==> src/rtl/mfp_gpio_arbiter_if.sv <==
// Request/response bundle between NREQ requesters and mfp_gpio_arbiter.
// The master side is the requester pool; the slave side is the arbiter.
interface mfp_gpio_arbiter_if #(
  parameter int NREQ   = 2,
  parameter int ADDR_W = 3
);
  logic [NREQ-1:0]             req_valid;
  logic [NREQ-1:0]             req_write;
  logic [NREQ-1:0][ADDR_W-1:0] req_addr;
  logic [NREQ-1:0][31:0]       req_wdata;
  logic [NREQ-1:0]             req_ready;
  logic [NREQ-1:0]             rsp_valid;
  logic [31:0]                 rsp_rdata;
  logic                        rsp_err;

  modport master (
    output req_valid, req_write, req_addr, req_wdata,
    input  req_ready, rsp_valid, rsp_rdata, rsp_err
  );

  modport slave (
    input  req_valid, req_write, req_addr, req_wdata,
    output req_ready, rsp_valid, rsp_rdata, rsp_err
  );
endinterface

==> src/rtl/mfp_gpio_arbiter.sv <==
// Shares one GPIO register map between NREQ requesters: IDLE/ACCESS/RESP, one access per 3 cycles.
// Define MFP_GPIO_ARB_RR_EN for round-robin arbitration; default is fixed priority (lowest index).
module mfp_gpio_arbiter #(
  parameter int NREQ        = 2,
  parameter int GPIOW_COUNT = 5,
  parameter int GPIOR_COUNT = GPIOW_COUNT,
  parameter int ADDR_W      = 3
) (
  input  logic                         clk,
  input  logic                         rst_n,
  mfp_gpio_arbiter_if.slave            bus,
  input  logic [GPIOR_COUNT-1:0][31:0] gpio_rd,
  output logic [31:0]                  gpio_wd,
  output logic [GPIOW_COUNT-1:0]       gpio_we
);

  localparam int IDX_W = (NREQ > 1) ? $clog2(NREQ) : 1;

  typedef enum logic [1:0] {
    IDLE   = 2'd0,
    ACCESS = 2'd1,
    RESP   = 2'd2
  } state_t;

  state_t state_q, state_d;

  // Winner of the current IDLE cycle and its request fields
  logic              win_found;
  logic [IDX_W-1:0]  win_idx;
  logic [NREQ-1:0]   win_onehot;
  logic              win_write;
  logic [ADDR_W-1:0] win_addr;
  logic [31:0]       win_wdata;
  logic              accept;

  // Transaction captured at acceptance, consumed in ACCESS
  logic [IDX_W-1:0]  acc_idx;
  logic              acc_write;
  logic [ADDR_W-1:0] acc_addr;

  logic [GPIOW_COUNT-1:0] we_onehot;
  logic [31:0]            rd_sel;
  logic                   rd_hit;
  logic                   wr_hit;
  logic [NREQ-1:0]        rsp_onehot;

`ifdef MFP_GPIO_ARB_RR_EN
  // Last granted requester; starting at NREQ-1 gives requester 0 first turn.
  logic [IDX_W-1:0] rr_ptr;

  always_ff @(posedge clk or negedge rst_n) begin
    if (!rst_n) begin
      rr_ptr <= IDX_W'(NREQ - 1);
    end else if (accept) begin
      rr_ptr <= win_idx;
    end
  end
`endif

  // NOTE: every always_comb output gets a default before any branch, so no path can infer a latch.
  always_comb begin
    win_found  = 1'b0;
    win_idx    = '0;
    win_onehot = '0;
    win_write  = 1'b0;
    win_addr   = '0;
    win_wdata  = '0;
`ifdef MFP_GPIO_ARB_RR_EN
    for (int k = 1; k <= NREQ; k++) begin
      for (int i = 0; i < NREQ; i++) begin
        if (!win_found && bus.req_valid[i] && (((int'(rr_ptr) + k) % NREQ) == i)) begin
          win_found     = 1'b1;
          win_idx       = IDX_W'(i);
          win_onehot[i] = 1'b1;
          win_write     = bus.req_write[i];
          win_addr      = bus.req_addr[i];
          win_wdata     = bus.req_wdata[i];
        end
      end
    end
`else
    for (int i = 0; i < NREQ; i++) begin
      if (!win_found && bus.req_valid[i]) begin
        win_found     = 1'b1;
        win_idx       = IDX_W'(i);
        win_onehot[i] = 1'b1;
        win_write     = bus.req_write[i];
        win_addr      = bus.req_addr[i];
        win_wdata     = bus.req_wdata[i];
      end
    end
`endif
  end

  // Write strobe for the winner and read mux for the captured address
  always_comb begin
    we_onehot  = '0;
    rd_sel     = '0;
    rd_hit     = 1'b0;
    rsp_onehot = '0;
    for (int i = 0; i < GPIOW_COUNT; i++) begin
      we_onehot[i] = win_write && (32'(win_addr) == i);
    end
    for (int i = 0; i < GPIOR_COUNT; i++) begin
      if (32'(acc_addr) == i) begin
        rd_sel = gpio_rd[i];
        rd_hit = 1'b1;
      end
    end
    for (int i = 0; i < NREQ; i++) begin
      rsp_onehot[i] = (32'(acc_idx) == i);
    end
  end

  assign wr_hit = (32'(acc_addr) < GPIOW_COUNT);

  // NOTE: sequential state uses non-blocking assignments so every register samples pre-edge values.
  always_ff @(posedge clk or negedge rst_n) begin
    if (!rst_n) begin
      state_q <= IDLE;
    end else begin
      state_q <= state_d;
    end
  end

  always_comb begin
    state_d       = state_q;
    accept        = 1'b0;
    bus.req_ready = '0;
    unique case (state_q)
      IDLE: begin
        if (win_found) begin
          state_d = ACCESS;
          accept  = 1'b1;
          // Combinational grant is masked while reset is held so no requester sees a phantom accept.
          bus.req_ready = win_onehot & {NREQ{rst_n}};
        end
      end
      ACCESS:  state_d = RESP;
      RESP:    state_d = IDLE;
      default: state_d = IDLE;
    endcase
  end

  always_ff @(posedge clk or negedge rst_n) begin
    if (!rst_n) begin
      acc_idx       <= '0;
      acc_write     <= 1'b0;
      acc_addr      <= '0;
      gpio_wd       <= '0;
      gpio_we       <= '0;
      bus.rsp_valid <= '0;
      bus.rsp_rdata <= '0;
      bus.rsp_err   <= 1'b0;
    end else begin
      // Strobes and response fields are single-cycle pulses
      gpio_we       <= '0;
      bus.rsp_valid <= '0;
      bus.rsp_rdata <= '0;
      bus.rsp_err   <= 1'b0;

      if (accept) begin
        acc_idx   <= win_idx;
        acc_write <= win_write;
        acc_addr  <= win_addr;
        gpio_we   <= we_onehot;
        if (win_write) begin
          gpio_wd <= win_wdata;
        end
      end

      if (state_q == ACCESS) begin
        bus.rsp_valid <= rsp_onehot;
        bus.rsp_rdata <= (!acc_write && rd_hit) ? rd_sel : 32'd0;
        bus.rsp_err   <= acc_write ? !wr_hit : !rd_hit;
      end
    end
  end

`ifndef SYNTHESIS
  a_ready_onehot0: assert property (@(posedge clk) disable iff (!rst_n)
    $onehot0(bus.req_ready));
  a_rsp_onehot0: assert property (@(posedge clk) disable iff (!rst_n)
    $onehot0(bus.rsp_valid));
  a_we_in_access: assert property (@(posedge clk) disable iff (!rst_n)
    (gpio_we != '0) |-> (state_q == ACCESS && $onehot(gpio_we)));
`endif

endmodule
==> src/flat_wrapper.sv <==
// flat-port wrapper written by rule: the top's interface ports become plain ports
module mfp_gpio_arbiter_flat 
#(
  parameter int NREQ        = 2,
  parameter int GPIOW_COUNT = 5,
  parameter int GPIOR_COUNT = GPIOW_COUNT,
  parameter int ADDR_W      = 3
)
  (clk, rst_n, gpio_rd, gpio_wd, gpio_we, bus_req_valid, bus_req_write, bus_req_addr, bus_req_wdata, bus_req_ready, bus_rsp_valid, bus_rsp_rdata, bus_rsp_err);
  mfp_gpio_arbiter_if #(.NREQ(NREQ), .ADDR_W(ADDR_W)) bus_i ();
  input  logic clk;
  input  logic rst_n;
  input  logic [GPIOR_COUNT-1:0][31:0] gpio_rd;
  output logic [31:0] gpio_wd;
  output logic [GPIOW_COUNT-1:0] gpio_we;
  input wire logic [$bits(bus_i.req_valid)-1:0] bus_req_valid;
  input wire logic [$bits(bus_i.req_write)-1:0] bus_req_write;
  input wire logic [$bits(bus_i.req_addr)-1:0] bus_req_addr;
  input wire logic [$bits(bus_i.req_wdata)-1:0] bus_req_wdata;
  output wire logic [$bits(bus_i.req_ready)-1:0] bus_req_ready;
  output wire logic [$bits(bus_i.rsp_valid)-1:0] bus_rsp_valid;
  output wire logic [$bits(bus_i.rsp_rdata)-1:0] bus_rsp_rdata;
  output wire logic [$bits(bus_i.rsp_err)-1:0] bus_rsp_err;
  assign bus_i.req_valid = bus_req_valid;
  assign bus_i.req_write = bus_req_write;
  assign bus_i.req_addr = bus_req_addr;
  assign bus_i.req_wdata = bus_req_wdata;
  assign bus_req_ready = bus_i.req_ready;
  assign bus_rsp_valid = bus_i.rsp_valid;
  assign bus_rsp_rdata = bus_i.rsp_rdata;
  assign bus_rsp_err = bus_i.rsp_err;
  mfp_gpio_arbiter #(.NREQ(NREQ), .GPIOW_COUNT(GPIOW_COUNT), .GPIOR_COUNT(GPIOR_COUNT), .ADDR_W(ADDR_W)) u_core (.clk(clk), .rst_n(rst_n), .bus(bus_i), .gpio_rd(gpio_rd), .gpio_wd(gpio_wd), .gpio_we(gpio_we));
endmodule
==> config.mk <==
export PLATFORM = sky130hd
export DESIGN_NAME = mfp_gpio_arbiter_flat
export DESIGN_NICKNAME = d
export VERILOG_FILES = /design/src/rtl/mfp_gpio_arbiter_if.sv /design/src/rtl/mfp_gpio_arbiter.sv /design/src/flat_wrapper.sv
export SDC_FILE = /design/constraint.sdc
export NUM_CORES = 1
export LEC_CHECK = 0
export BUFFER_PORTS_ARGS = -buffer_cell sky130_fd_sc_hd__clkbuf_2
export CAP_MARGIN = 10
export CELL_PAD_IN_SITES_DETAIL_PLACEMENT = 1
export CELL_PAD_IN_SITES_GLOBAL_PLACEMENT = 1
export CORE_UTILIZATION = 29
export DETAILED_ROUTE_END_ITERATION = 7
export GPL_ROUTABILITY_DRIVEN = 0
export HOLD_SLACK_MARGIN = 0.12
export PLACE_DENSITY = 0.92
export SLEW_MARGIN = 20
export SYNTH_ARGS = -nofsm -noshare
export SYNTH_HDL_FRONTEND = slang
export SYNTH_SLANG_ARGS = --single-unit
==> constraint.sdc <==
create_clock -name clk -period 1.77 [get_ports clk]
set_input_delay 0.2655 -clock clk [delete_from_list [all_inputs] [get_ports clk]]
set_output_delay 0.2655 -clock clk [all_outputs]
set_load 0.1 [all_outputs]
======== Word-level counts from Yosys, hierarchy flattened ========
Cells that the tools add are included.
cells by class
  order comparisons ....................... 1
  equal/unequal tests ..................... 10
  muxes and demuxes ....................... 31
  bitwise operators ....................... 2
  reduce and logical (&&, ||, !) cells .... 15
operators by type and width
  kind                number
  $mux 32             9
  $mux 1              14
  $eq 3x2->1 const B  4
  $mux 2              4
  $logic_and 1x1->1   7
  $eq 3x1->1 const B  2
  $eq 3x3->1 const B  2
  $logic_not 3->1     2
  $mux 3              2
  $mux 5              1
  $logic_not 1->1     4
  $pmux 2 s2          1
  $lt 3x3->1 const B  1
  $and 2x2->2         1
  $eq 2x1->1 const B  1
  $logic_not 2->1     1
  $ne 2x1->1 const B  1
  $reduce_and 2->1    1
  $not 1->1           1
word-level totals
  register bits ........................... 79
  bits of input ports ..................... 236
  output and inout port bits .............. 74
  logic and storage cells ................. 68

======== Longest topological paths before layout ========
  word-level depth ........................ 9
  gate-level depth with buffers ........... 6
  mapped depth without buffers ............ 3

======== Worst setup path after synthesis ========
OpenSTA, ideal clock, no wires.
  path kind ............................... input -> output
  start point ............................. input bus_req_valid[1]
  end point ............................... output bus_req_ready[1]
  arrival ................................. 1.600 ns
  data required time ...................... 1.505 ns
  slack ................................... -0.096 ns
  stages .................................. 4
  buffers on the path ..................... 2
  cells stage by stage .................... nor2b_1 > buf_2 > clkbuf_1 > and3_1
between the ends
  cells in the longest elaborated chain, start to end .. 5
  elaborated cells on any way between the ends .. 6
  those cells by class .................... mux (4); bitwise (1); reduce/logical (1)
RTL lines
  what                   RTL line                 RTL
  start, declared        flat_wrapper.sv:16       input wire logic [$bits(bus_i.req_valid)-1:0] bus_req_valid;
  $logic_and 1x1->1 (*)  mfp_gpio_arbiter.sv:83   if (!win_found && bus.req_valid[i]) begin
  $mux 1                 mfp_gpio_arbiter.sv:83
  $and 2x2->2            mfp_gpio_arbiter.sv:136  bus.req_ready = win_onehot & {NREQ{rst_n}};
  $mux 2 (*)             mfp_gpio_arbiter.sv:132  if (win_found) begin
  $mux 2 (*)             mfp_gpio_arbiter.sv:130  unique case (state_q)
  end, declared          flat_wrapper.sv:20       output wire logic [$bits(bus_i.req_ready)-1:0] bus_req_ready;
Mark *: on every way between the ends. The rest lies on a longest branch, timed or not.

======== Worst setup path in the final report ========
  start point ............................. register u_core.acc_addr[1]
  end point ............................... register u_core.bus.rsp_rdata[9]
between the ends
  cells in the longest elaborated chain, start to end .. 9
  elaborated cells on any way between the ends .. 18
  those cells by class .................... eq/ne (4); mux (12); reduce/logical (2)
RTL lines
  what                    RTL line                   RTL
  start, declared         mfp_gpio_arbiter.sv:39     logic [ADDR_W-1:0] acc_addr;
  start signal, assigned  mfp_gpio_arbiter.sv:165    acc_addr <= win_addr;
  $logic_not 3->1         mfp_gpio_arbiter.sv:105    if (32'(acc_addr) == i) begin
  $mux 1 (5 in series)    mfp_gpio_arbiter.sv:105
  $logic_and 1x1->1       mfp_gpio_arbiter.sv:174    bus.rsp_rdata <= (!acc_write && rd_hit) ? rd_sel : 32'd0;
  $mux 32 (*)             mfp_gpio_arbiter.sv:174
  $mux 32 (*)             mfp_gpio_arbiter.sv:172    if (state_q == ACCESS) begin
  end signal, assigned    mfp_gpio_arbiter.sv:174
  end, declared           mfp_gpio_arbiter_if.sv:23  output req_ready, rsp_valid, rsp_rdata, rsp_err
Marked as above.
A chain may end at the register's enable or synchronous reset.

==> results by group <==
Routing
  – Antenna-violating nets left: 0
  – Initial DRC Count: 130
  – WL per Instance: 19.3 µm
  – DRT Wirelength: 16,800 µm
  – Vias per std cell: 5.25
  – Remaining DRCs: 0
  – Routed via count: 4,581
  – Drt pass-1 iters: 4

GRT
  – Initial antenna violation count: 0
  – First-pass GRT wire length: 24,600 µm
  – Vias in the first global route: 4,667
  – Grt met1 use: 24.4%
  – Remaining Overflow, GRT: 0
  – Busiest grt layer: met2
  – Largest net degree at the start of global routing: 80
  – GR Util met2: 38.0%
  – GRT Util Overall: 21.4%
  – GRT met3 Usage: 6.09%

Power
  – Cell Pwr Density: 2170 nW/µm²
  – VDD IR-drop max: 0.764 mV
  – LEAKAGE: 3.19 nW

Finish
  – Reg area: 1980 µm²
  – N_diodes: 0
  – Synthesis-to-finish area growth: 49.6%
  – # fillers: 1,722
  – Share of cells above drive strength 1: 60.4%
  – Nets@finish: 920
  – Commonest non-fill, non-tap cells in the layout: clkbuf_2, dfrtp_1, o21ai_0, mux2_2, nor2_1
  – Area taken by multi-input logic gates: 2130 µm²
  – Leading cell type in the layout, fill and taps excluded: clkbuf_2

Floorplan
  – Die Y: 124 µm
  – Core area: 14,500 µm²
  – Die area: 15,400 µm²
  – DIE WIDTH: 124 µm
  – Rows: 44
  – Initial Utilization: 29.7%
  – Io pins: 310

Critical path
  – Crit Path Max Fanout: 20
  – Startpoint Class: flop
  – CP arrival: 1.87 ns
  – CP Capture Type: flop
  – Critical Setup Path Class: reg2reg
  – Critical path data required time: 2.01 ns

STA
  – Final slew viol count: 0
  – Final setup violation count: 0
  – Ratio of final minimum period to clock period: 92.2%
  – Achievable frequency: 613 MHz
  – Hold violation total from the final report: 0
  – Final Critical Period: 1.63 ns
  – RSZ-0062 raised after global routing: no
  – Post-Route Setup TNS: 0 ns
  – Clk_skew: 0.0111 ns
  – Worst Max-Slew Pin Slew: 0.646 ns
  – Slew headroom: 56.5%
  – Final WS setup: 0.138 ns

Synthesis
  – Post-synth top area share: 45.8%
  – Post-synth EDFFs: 0
  – Async SR Flop Fraction: 100%
  – Post-Syn Nets: 626
  – Synth top area cells: dfrtp_1, mux2_2, a211oi_2, a221oi_1, a2bb2oi_1
  – Top cell type by total area after synthesis: dfrtp_1
  – Main flop type after synthesis: dfrtp_1
  – Post-Syn Instances: 390
  – FF+latch count, synth: 79
  – Post-synthesis cell area: 4320 µm²
  – Avg Cell Area, Syn: 11.1 µm²
  – Synth warnings: 0
  – Sequential area share after synthesis: 45.8%
  – Synth cell types: 32

Clock network
  – CTS tree: yes
  – Total CTS buffers: 9
  – CTS Buffer Depth: 2
  – Clock Tree Root: clkbuf_16
  – Clock Sinks: 79
  – Worst-skew pair later-pin latency: 0.33 ns
  – Post-CTS Setup Bufs: 0
  – CTS clock-pin slew for the worst setup and hold paths: 0.06 ns
  – H-tree lvl count: 3

Flow run
  – Maxcap violations: 0

Placement
  – Input/output buffers: 309
  – DP Worst Slack: 0.136 ns
  – Post-DP HPWL: 13,200 µm

Outcome
  – Status: finished, final reports clean

Min path
  – Worst min-delay path class: in2reg
[kinds of logic (layout without fill, tap and decap cells)]
| group | count (synthesis) | count (layout) | synth area share [%] |
|---|---|---|---|
| multiplexers | 35 | 35 | 9.13 |
| buffers and inverters | 46 | 345 | 5.39 |
| AO/OA/AOI/OAI | 170 | 170 | 32.9 |
| AND/OR/NAND/NOR | 60 | 60 | 6.84 |
| flip-flops | 79 | 79 | 45.8 |
[Yosys cell counts, types with 2 or more instances]
master,n
dfrtp_1,79
o21ai_0,36
mux2_2,35
nor2_1,35
a221oi_1,32
a22oi_1,32
a2bb2oi_1,32
a211oi_2,30
clkbuf_1,20
buf_2,18
nand2_1,6
buf_6,5
and3_1,3
nor4b_1,3
a211oi_1,2
a21oi_1,2
and2_1,2
inv_1,2
nor2b_1,2
or2_1,2
[power breakdown]
part           leakage, nW  switching, W  total (W)  internal (W)
Clock                0.142      0.000765    0.00186       0.00109
Sequential           0.998      0.000402    0.00289       0.00248
Combinational         2.05       0.00704    0.00930       0.00226
Total                 3.19       0.00821     0.0140       0.00584
[metrics by stage]
stage	std cells	hold slack, ns	util [%]	power, W	area [µm²]
detailed placement	856	0.382	42.3	0.0123	6150
floorplan	390	-0.0301	-	0.0102	4320
finish	873	0.215	44.5	0.0140	6460
global placement	856	0.362	42.3	0.0120	6150
global route	873	0.212	44.5	0.0147	6460
CTS	873	0.196	44.4	0.0142	6460
[cell type report]
type / count / share of cell area (%)
timing repair buffer: 327 / 28.1
clock inverter: 7 / 1.12
multi-input combinational: 265 / 33.0
clock buffer: 9 / 3.49
tap: 184 / 3.56
inverter: 2 / 0.116
sequential: 79 / 30.6
[worst paths after layout]
check | start | slack [ns] | depth (start not counted) | to
worst max-delay path | u_core.acc_addr[1] | 0.14 | 4 | u_core.bus.rsp_rdata[9]
worst min-delay path | gpio_rd[159] | 0.21 | 3 | u_core.bus.rsp_rdata[31]
worst max register to register | u_core.acc_addr[1] | 0.14 | 4 | u_core.bus.rsp_rdata[9]
worst min register to register | u_core.acc_idx | 0.45 | 1 | u_core.bus.rsp_valid[0]
max in group asynchronous | rst_n | 0.87 | 3 | u_core.gpio_wd[4]
min in group asynchronous | rst_n | 0.51 | 3 | u_core.gpio_we[1]
[sequential cells by signal, indices dropped and copies added (netlist names)]
register,cells
u_core.gpio_wd,32
u_core.gpio_we,5
u_core.acc_write,1
u_core.bus.rsp_rdata,32
u_core.bus.rsp_valid,2
u_core.acc_addr,3
u_core.acc_idx,1
u_core.state_q,2
u_core.bus.rsp_err,1
[metal layers]
metal | share of wire [%] | up-vias | wire length (µm)
li1 | - | 2109 | -
met1 | 38 | 2225 | 6420
met2 | 51 | 227 | 8600
met3 | 8.6 | 20 | 1450
met4 | 2.0 | 0 | 342
met5 | 0 | - | 0
[what timing repair did]
action                     in CTS  in global routing
gates resized for setup         1                  1
hold endpoints to repair       79                  0
pin swaps                       0                  0
setup endpoints to repair       2                  1
hold buffers                    1                  0
[worst max-delay path, stage by stage, from the launching register on]
cell,delay (ns)
dfrtp_1,0.45
or2_1,0.28
a211o_4,0.42
buf_12,0.19
a211oi_2,0.18
Note: power is estimated with default switching activity, not from simulation.
